--- config.mk ---
export PLATFORM = sky130hd
export DESIGN_NAME = side_buffer
export DESIGN_NICKNAME = d
export VERILOG_FILES = /design/src/rtl/side_buffer_pkg.sv /design/src/rtl/side_buffer_starve_ctr.sv /design/src/rtl/side_buffer.sv
export SDC_FILE = /design/constraint.sdc
export NUM_CORES = 1
export LEC_CHECK = 0
export ABC_AREA = 0
export CORE_MARGIN = 5
export CORE_UTILIZATION = 30
export CTS_CLUSTER_DIAMETER = 80
export DETAILED_ROUTE_END_ITERATION = 8
export PLACE_DENSITY = 0.49
export SLEW_MARGIN = 20
export SYNTH_ARGS = -nofsm -noshare
export SYNTH_HDL_FRONTEND = slang
export SYNTH_SLANG_ARGS = --single-unit
--- constraint.sdc ---
create_clock -name clk -period 2.7 [get_ports clk]
set_input_delay 0.81 -clock clk [delete_from_list [all_inputs] [get_ports clk]]
set_output_delay 0.81 -clock clk [all_outputs]
set_load 0.02 [all_outputs]
--- src/rtl/side_buffer_pkg.sv ---
`default_nettype none
// ============================================================================
// Module   : side_buffer_pkg
// Purpose  : Shared defaults and width helpers for the deflection side buffer.
// Revision : 1.0 - initial release
// ============================================================================
package side_buffer_pkg;

    localparam int c_DEF_WIDTH        = 64;
    localparam int c_DEF_DEPTH        = 4;
    localparam int c_DEF_STARVE_LIMIT = 8;

    function automatic int ptr_width(input int depth);
        return (depth > 1) ? $clog2(depth) : 1;
    endfunction

    // One extra bit so that count can represent DEPTH itself.
    function automatic int count_width(input int depth);
        return $clog2(depth) + 1;
    endfunction

    function automatic int starve_width(input int limit);
        return (limit > 0) ? $clog2(limit + 1) : 1;
    endfunction

endpackage
`default_nettype wire

--- src/rtl/side_buffer_starve_ctr.sv ---
`default_nettype none
// ============================================================================
// Module   : side_buffer_starve_ctr
// Purpose  : Saturating head-starvation counter with registered force flag.
// Revision : 1.0 - initial release
// ============================================================================
module side_buffer_starve_ctr #(
    parameter int CNT_W = 4
) (
    input  logic             clk,
    input  logic             reset,
    input  logic             nonempty,
    input  logic             pop,
    input  logic [CNT_W-1:0] limit,
    output logic             force_inject
);

    logic [CNT_W-1:0] r_cnt;
    logic [CNT_W-1:0] w_cnt_next;
    logic             r_force;

    always_comb begin
        w_cnt_next = r_cnt;
        if (!nonempty || pop) begin
            w_cnt_next = '0;
        end else if (r_cnt != limit) begin
            w_cnt_next = r_cnt + CNT_W'(1);
        end
    end

    // The flag is registered from the next count so it tracks r_cnt == limit exactly.
    always_ff @(posedge clk or negedge reset) begin
        if (!reset) begin
            r_cnt   <= '0;
            r_force <= 1'b0;
        end else begin
            r_cnt   <= w_cnt_next;
            r_force <= (w_cnt_next == limit);
        end
    end

    assign force_inject = r_force;

endmodule
`default_nettype wire

--- src/rtl/side_buffer.sv ---
`default_nettype none
// ============================================================================
// Module   : side_buffer
// Purpose  : Small FIFO holding deflected flits until a reinjection slot opens.
// Revision : 1.0 - initial release
// ============================================================================
module side_buffer
    import side_buffer_pkg::*;
#(
    parameter int WIDTH        = c_DEF_WIDTH,
    parameter int DEPTH        = c_DEF_DEPTH,
    parameter int STARVE_LIMIT = c_DEF_STARVE_LIMIT
) (
    input  logic                          clk,
    input  logic                          reset,
    input  logic                          wr_en,
    input  logic [WIDTH-1:0]              wr_data,
    input  logic                          rd_req,
    output logic                          rd_valid,
    output logic [WIDTH-1:0]              rd_data,
    output logic                          full,
    output logic                          empty,
    output logic [count_width(DEPTH)-1:0] count,
    output logic                          force_inject,
    output logic                          overflow
);

    localparam int c_PTR_W = ptr_width(DEPTH);
    localparam int c_CNT_W = count_width(DEPTH);
    localparam int c_STV_W = starve_width(STARVE_LIMIT);

    logic [WIDTH-1:0]   r_mem [DEPTH];
    logic [c_PTR_W-1:0] r_wr_ptr;
    logic [c_PTR_W-1:0] r_rd_ptr;
    logic [c_CNT_W-1:0] r_count;
    logic               r_overflow;

    logic w_empty;
    logic w_full;
    logic w_pop;
    logic w_push;

    assign w_empty = (r_count == '0);
    assign w_full  = (r_count == c_CNT_W'(DEPTH));
    assign w_pop   = rd_req & ~w_empty;
    // A pop frees the slot in the same cycle, so a full buffer still accepts.
    assign w_push  = wr_en & (~w_full | w_pop);

    always_ff @(posedge clk or negedge reset) begin
        if (!reset) begin
            r_wr_ptr   <= '0;
            r_rd_ptr   <= '0;
            r_count    <= '0;
            r_overflow <= 1'b0;
        end else begin
            if (w_push) begin
                r_wr_ptr <= r_wr_ptr + c_PTR_W'(1);
            end
            if (w_pop) begin
                r_rd_ptr <= r_rd_ptr + c_PTR_W'(1);
            end
            unique case ({w_push, w_pop})
                2'b10:   r_count <= r_count + c_CNT_W'(1);
                2'b01:   r_count <= r_count - c_CNT_W'(1);
                default: r_count <= r_count;
            endcase
            if (wr_en && !w_push) begin
                r_overflow <= 1'b1;
            end
        end
    end

    // Storage is deliberately unreset; the empty gate below keeps stale data hidden.
    always_ff @(posedge clk) begin
        if (w_push) begin
            r_mem[r_wr_ptr] <= wr_data;
        end
    end

    side_buffer_starve_ctr #(
        .CNT_W (c_STV_W)
    ) u_starve_ctr (
        .clk          (clk),
        .reset        (reset),
        .nonempty     (~w_empty),
        .pop          (w_pop),
        .limit        (c_STV_W'(STARVE_LIMIT)),
        .force_inject (force_inject)
    );

    assign rd_valid = ~w_empty;
    assign rd_data  = w_empty ? '0 : r_mem[r_rd_ptr];
    assign full     = w_full;
    assign empty    = w_empty;
    assign count    = r_count;
    assign overflow = r_overflow;

endmodule
`default_nettype wire
Yosys cells after proc, flatten, opt, wreduce, memory -nomap -nowiden
Memories as Yosys holds them, arrays and structs flattened.
Index checks and enable logic that the tools add are counted.
Cells by class
  add/sub/neg operators: 5
  multipliers: 0
  divide/modulo/power cells: 0
  magnitude comparators: 0
  eq/ne operators: 5
  shift operators: 0
  muxes and demuxes: 6
  bitwise operators: 5
  reductions and logical operators: 5
Operators by type and width (count)
  two-way mux 64 bit: 1
  two-way mux 4 bit: 2
  case mux 3 bit (2 select lines): 1
  adder 2 x 1 -> 2 bit, second input constant: 2
  adder 4 x 1 -> 4 bit, second input constant: 1
  == test 4 bit, second input constant: 1
  inequality test 4 bit, second input constant: 1
  adder 3 x 1 -> 3 bit, second input constant: 1
  == test 3 bit, second input constant: 1
  zero test 3 bit: 1
  subtractor 3 x 1 -> 3 bit, second input constant: 1
  bitwise AND 1 bit: 2
  == test 2 x 1 -> 1 bit, second input constant: 1
  == test 2 bit, second input constant: 1
  two-way mux 1 bit: 2
  NOT 1 bit: 2
  nonzero test 2 bit: 1
  logical AND 1 bit: 1
  zero test 1 bit: 1
  logical OR 1 bit: 1
  OR 1 bit: 1
Storage, ports and cells
  flip-flop bits (word level): 13
  bits in latches: 0
  bits in writable memories: 256
  memory bits (read-only): 0
  input port bits: 68
  output and inout port bits: 72
  word-level logic and storage cells: 33
  memories: 1
Memories
  r_mem: words 4, bits a word 64, read ports 1, clocked after memory_dff 0, wr ports 1, line side_buffer.sv:32  | logic [WIDTH-1:0] r_mem [DEPTH];

Depth between registers and ports, before layout
  word-level depth: 7
  mapped depth: 9
  gate-level depth less buffers: 9

Modules after synthesis
Synthesis repeated with hierarchy kept, for this count alone.
Unflattened totals
  cells, all modules: 506
  area, all modules: 10636.5 um^2
By module, submodules not included
  side_buffer: instances 1, cells an instance 462, area an instance 10219.8 um^2
  side_buffer_starve_ctr: instances 1, cells an instance 44, area an instance 416.6 um^2

Least setup slack after synthesis
OpenSTA, ideal clock, no wires.
  path type: in2reg
  start: input port rd_req
  end: memory r_mem[0][0] in the netlist's numbering (enable)
  library setup time: 0.429 ns
  data arrival time: 2.731 ns
  path slack: -0.460 ns
  stages: 3
  buffers on the path: 0
  cell sequence: nor4b_1 -> nor2b_1 -> and2_1
On the way
  longest elaborated chain between the ends: 5
Ends and longest elaborated chain
  start, declared: line side_buffer.sv:18  | input logic rd_req,
  bitwise AND 1 bit: line side_buffer.sv:45  | assign w_pop = rd_req & ~w_empty;
  OR 1 bit: line side_buffer.sv:47  | assign w_push = wr_en & (~w_full | w_pop);
  bitwise AND 1 bit: line side_buffer.sv:47
  two-way mux 1 bit: line side_buffer.sv:75  | if (w_push) begin
  two-way mux 1 bit (implied by the code): line side_buffer.sv:76  | r_mem[r_wr_ptr] <= wr_data;
  end, declared: line side_buffer.sv:32
No other way between the ends.

Worst setup path in the final report
  start: register r_rd_ptr[0]
  end: output port rd_data[63]
On the way
  longest elaborated chain between the ends: 2
Ends and longest elaborated chain
  start, declared: line side_buffer.sv:34  | logic [c_PTR_W-1:0] r_rd_ptr;
  start signal, assigned: line side_buffer.sv:60  | r_rd_ptr <= r_rd_ptr + c_PTR_W'(1);
  memory read (4 x 64 bit)
  two-way mux 64 bit: line side_buffer.sv:92  | assign rd_data = w_empty ? '0 : r_mem[r_rd_ptr];
  end, declared: line side_buffer.sv:20  | output logic [WIDTH-1:0] rd_data,
No other way between the ends.

==> reports/metrics.yaml <==
outcome:
  status: "complete, but fails checks"
  violations: "setup timing"
critical_path:
  worstPathArrival_ns: 2.20
  path_max_fanout: 6
  cp-end-kind: "primary output"
  crit_type: "flip-flop to primary output"
  rrSetupSlack_ns: 0.44
  timing.rr.end: "count[2]$_DFFE_PN0P_"
  rr_worst_depth: 9
  required_ns: 1.89
  reg2reg_from: "count[1]$_DFFE_PN0P_"
  cp-start-kind: "flip-flop"
sta:
  period_needed_ns: 3.01
  rsz0062_at_grt: "yes"
  max_freq_mhz: 332
  max_slew.worst_pin.slew_ns: 0.675
  hold_viol: 0
  slew_headroom_pct: 54.8
  final_max_slew_viol_count: 0
  setup_violations: 64
  fin_crit_sh_pct: 111
  setup_ws_ns: -0.308
  skew_ns: 0.0135
cells_and_area:
  layout_common_cells: "edfxtp_1 (256), buf_6 (75), clkdlybuf4s50_1 (72)"
  synthToLayoutAreaGrowth_pct: 38.1
  post-route-util_pct: 41.7
  fillCellCount: 3029
  final_nets: 759
  mostFrequentLayoutCell: "edfxtp_1"
  drive_gt1_share_pct: 43.2
  n_antenna_cell: 0
  fin_area_sq_um: 14300
flow_run:
  drv_cap: 0
power:
  p_sw_mw: 5.46
  p_seq_share_pct: 32.0
  max-vdd-ir-drop_v: 0.000691
  p_clk_share_pct: 20.9
  p_leak_nw: 5.03
  p_sw_share_pct: 30.6
  p_int_mw: 12.4
  power_frac_comb_pct: 47.1
  p_per_area_nw_per_um2: 1250
yosys:
  ys_ff_latch: 269
  syn-cell-area_sq_um: 10400
  ys_warn_count: 0
  avgSynthCellArea_sq_um: 22.0
  ys_types: 28
  synth_fp_nets: 547
  synthCells: 471
  yosysSeqAreaShare_pct: 77.2
worst_hold_path:
  hold_path_depth: 1
  hold_end: "overflow$_DFFE_PN0P_"
  min_path_type: "flip-flop to flip-flop"
  hold_start: "overflow$_DFFE_PN0P_"
floorplanning:
  std_cell_rows: 68
  initial_core_util_pct: 30.2
  die_area_sq_um: 38400
  die_y_um: 196
  coreArea_sq_um: 34400
  io_pins: 140
  die_x_um: 196
detailed_routing:
  avgViaCountPerCell: 4.51
  route.detailed.drc: 0
  drtPass1Iterations: 4
  wl_mm: 24.2
  wl_per_cell_um: 21.0
  antenna_left: 0
  vias: 5220
  first_iter_violations: 208
global_route:
  grt_usage_pct: 12.2
  grt_max_degree: 31
  grt_pass1_wl_mm: 36.2
  grt_pass1_vias: 5936
  gr-total-overflow: 0
  antenna_found_initial: 1
clock_network:
  hold_buffers: 0
  clkTransAtPathRegs_ns: 0.05
  cts-root-buf: "clkbuf_16"
  cts_tree: "built"
  clk_path_buf_depth: 3
  cts_made_buffers: 31
  insertion_delay_ns: 0.54
  clock-sinks: 269
  htree_levels: 1
place:
  place_congestion: 0.673
  portBuffers: 139
  place_hpwl_mm: 14.0
  place_area_sq_um: 12700
## Yosys cell counts, drive strengths merged
library cell / count / area (sq um)
nor2b: 1 / 6.26
nor4b: 2 / 17.5
nor3b: 1 / 7.51
edfxtp: 256 / 7690
fa: 1 / 20.0
a21oi: 1 / 5.00
a21o: 1 / 7.51
a211oi: 2 / 15.0
nand2: 1 / 3.75
and3: 2 / 12.5
clkbuf: 8 / 30.0
ha: 7 / 87.6
and2: 69 / 432
xnor2: 3 / 26.3
nor4bb: 1 / 10.0
mux2i: 2 / 20.0
nand3: 2 / 10.0
dfrtp: 13 / 325
mux4: 64 / 1440
inv: 9 / 33.8
or3: 2 / 12.5
xor2: 4 / 35.0
buf: 13 / 96.3
o21ai: 1 / 5.00
nor3: 3 / 15.0
nor2: 1 / 3.75
mux2: 1 / 11.3
## stage by stage
stage                     TNS (ns)  power (mW)  hold WS (ns)  std cells  worst slack (ns)
after global routing        -19.34        18.8         0.494       1157            -0.368
after floorplan                  0        9.44         0.514        471             0.226
after detailed placement     -4.75        12.6         0.452       1074            -0.204
after CTS                   -20.98        16.7         0.465       1146            -0.447
final                       -14.49        17.8         0.459       1157            -0.308
after global placement       -4.72        12.5         0.453       1074            -0.191
## critical path, stage by stage (launching register included)
cell and delay [ns]:
dfrtp_4 0.50, buf_12 0.16, buf_12 0.14, buf_12 0.13
mux4_2 0.42, and2_4 0.18, buf_6 0.12
## timing repair
item                       in CTS  in global routing
pin swaps                      11                 34
setup endpoints to repair      67                 65
cloned                          5                  2
setup buffers                  15                 10
resized for setup             312                171
## routing by layer
metal,global-route usage [%],vias to the layer above,wire length [um]
li1,-,2331,-
met1,15.2,2735,9820
met2,21.9,112,12600
met3,2.66,40,1180
met4,2.92,2,585
met5,0,-,20
## how the worst max path moves through the flow
| stage | start | slack, ns | to | cells past startpoint |
|---|---|---|---|---|
| floorplan | rd_req | 0.23 | r_mem[0][0]$_DFFE_PP_ | 3 |
| global placement | rd_req | -0.19 | count[2]$_DFFE_PN0P_ | 10 |
| detailed placement | rd_req | -0.20 | count[2]$_DFFE_PN0P_ | 10 |
| CTS | r_rd_ptr[0]$_DFFE_PN0P_ | -0.45 | rd_data[18] | 6 |
| global route | r_rd_ptr[0]$_DFFE_PN0P_ | -0.37 | rd_data[4] | 6 |
| finish | r_rd_ptr[0]$_DFFE_PN0P_ | -0.31 | rd_data[63] | 6 |
## cells by family after synthesis
family,share of synthesized area (%)
AND/OR/NAND/NOR,5.11
buffers and inverters,1.54
flip-flops,77.2
adder cells (fa/ha/maj),1.04
multiplexers,14.2
AO/OA/AOI/OAI,0.313
XOR/XNOR,0.591
## cell type report
class,instances,area [sq um],share of cell area (%)
sequential,269,8020,56.0
timing repair buffer,200,2420,16.9
multi-input combinational,172,2380,16.6
clock buffer,39,806,5.62
tap,455,569,3.97
clock inverter,13,95.1,0.664
inverter,9,33.8,0.236
## registers in the layout, summed over array words and instances, names as in the netlist
name	flops
r_rd_ptr	2
overflow	1
count	3
u_starve_ctr.r_cnt	4
u_starve_ctr.force_inject	1
r_mem	256
r_wr_ptr	2
## power groups by stage
stage	registers, mW	clock network (mW)	logic, mW
6_report	5.70	3.73	8.41
5_1_grt	5.77	4.04	8.94
4_1_cts	5.71	3.87	7.16
3_5_place_dp	5.82	0	6.77
3_3_place_gp	5.75	0	6.73
2_1_floorplan	5.77	0	3.67
No activity file was read; power rests on OpenSTA's default activity.
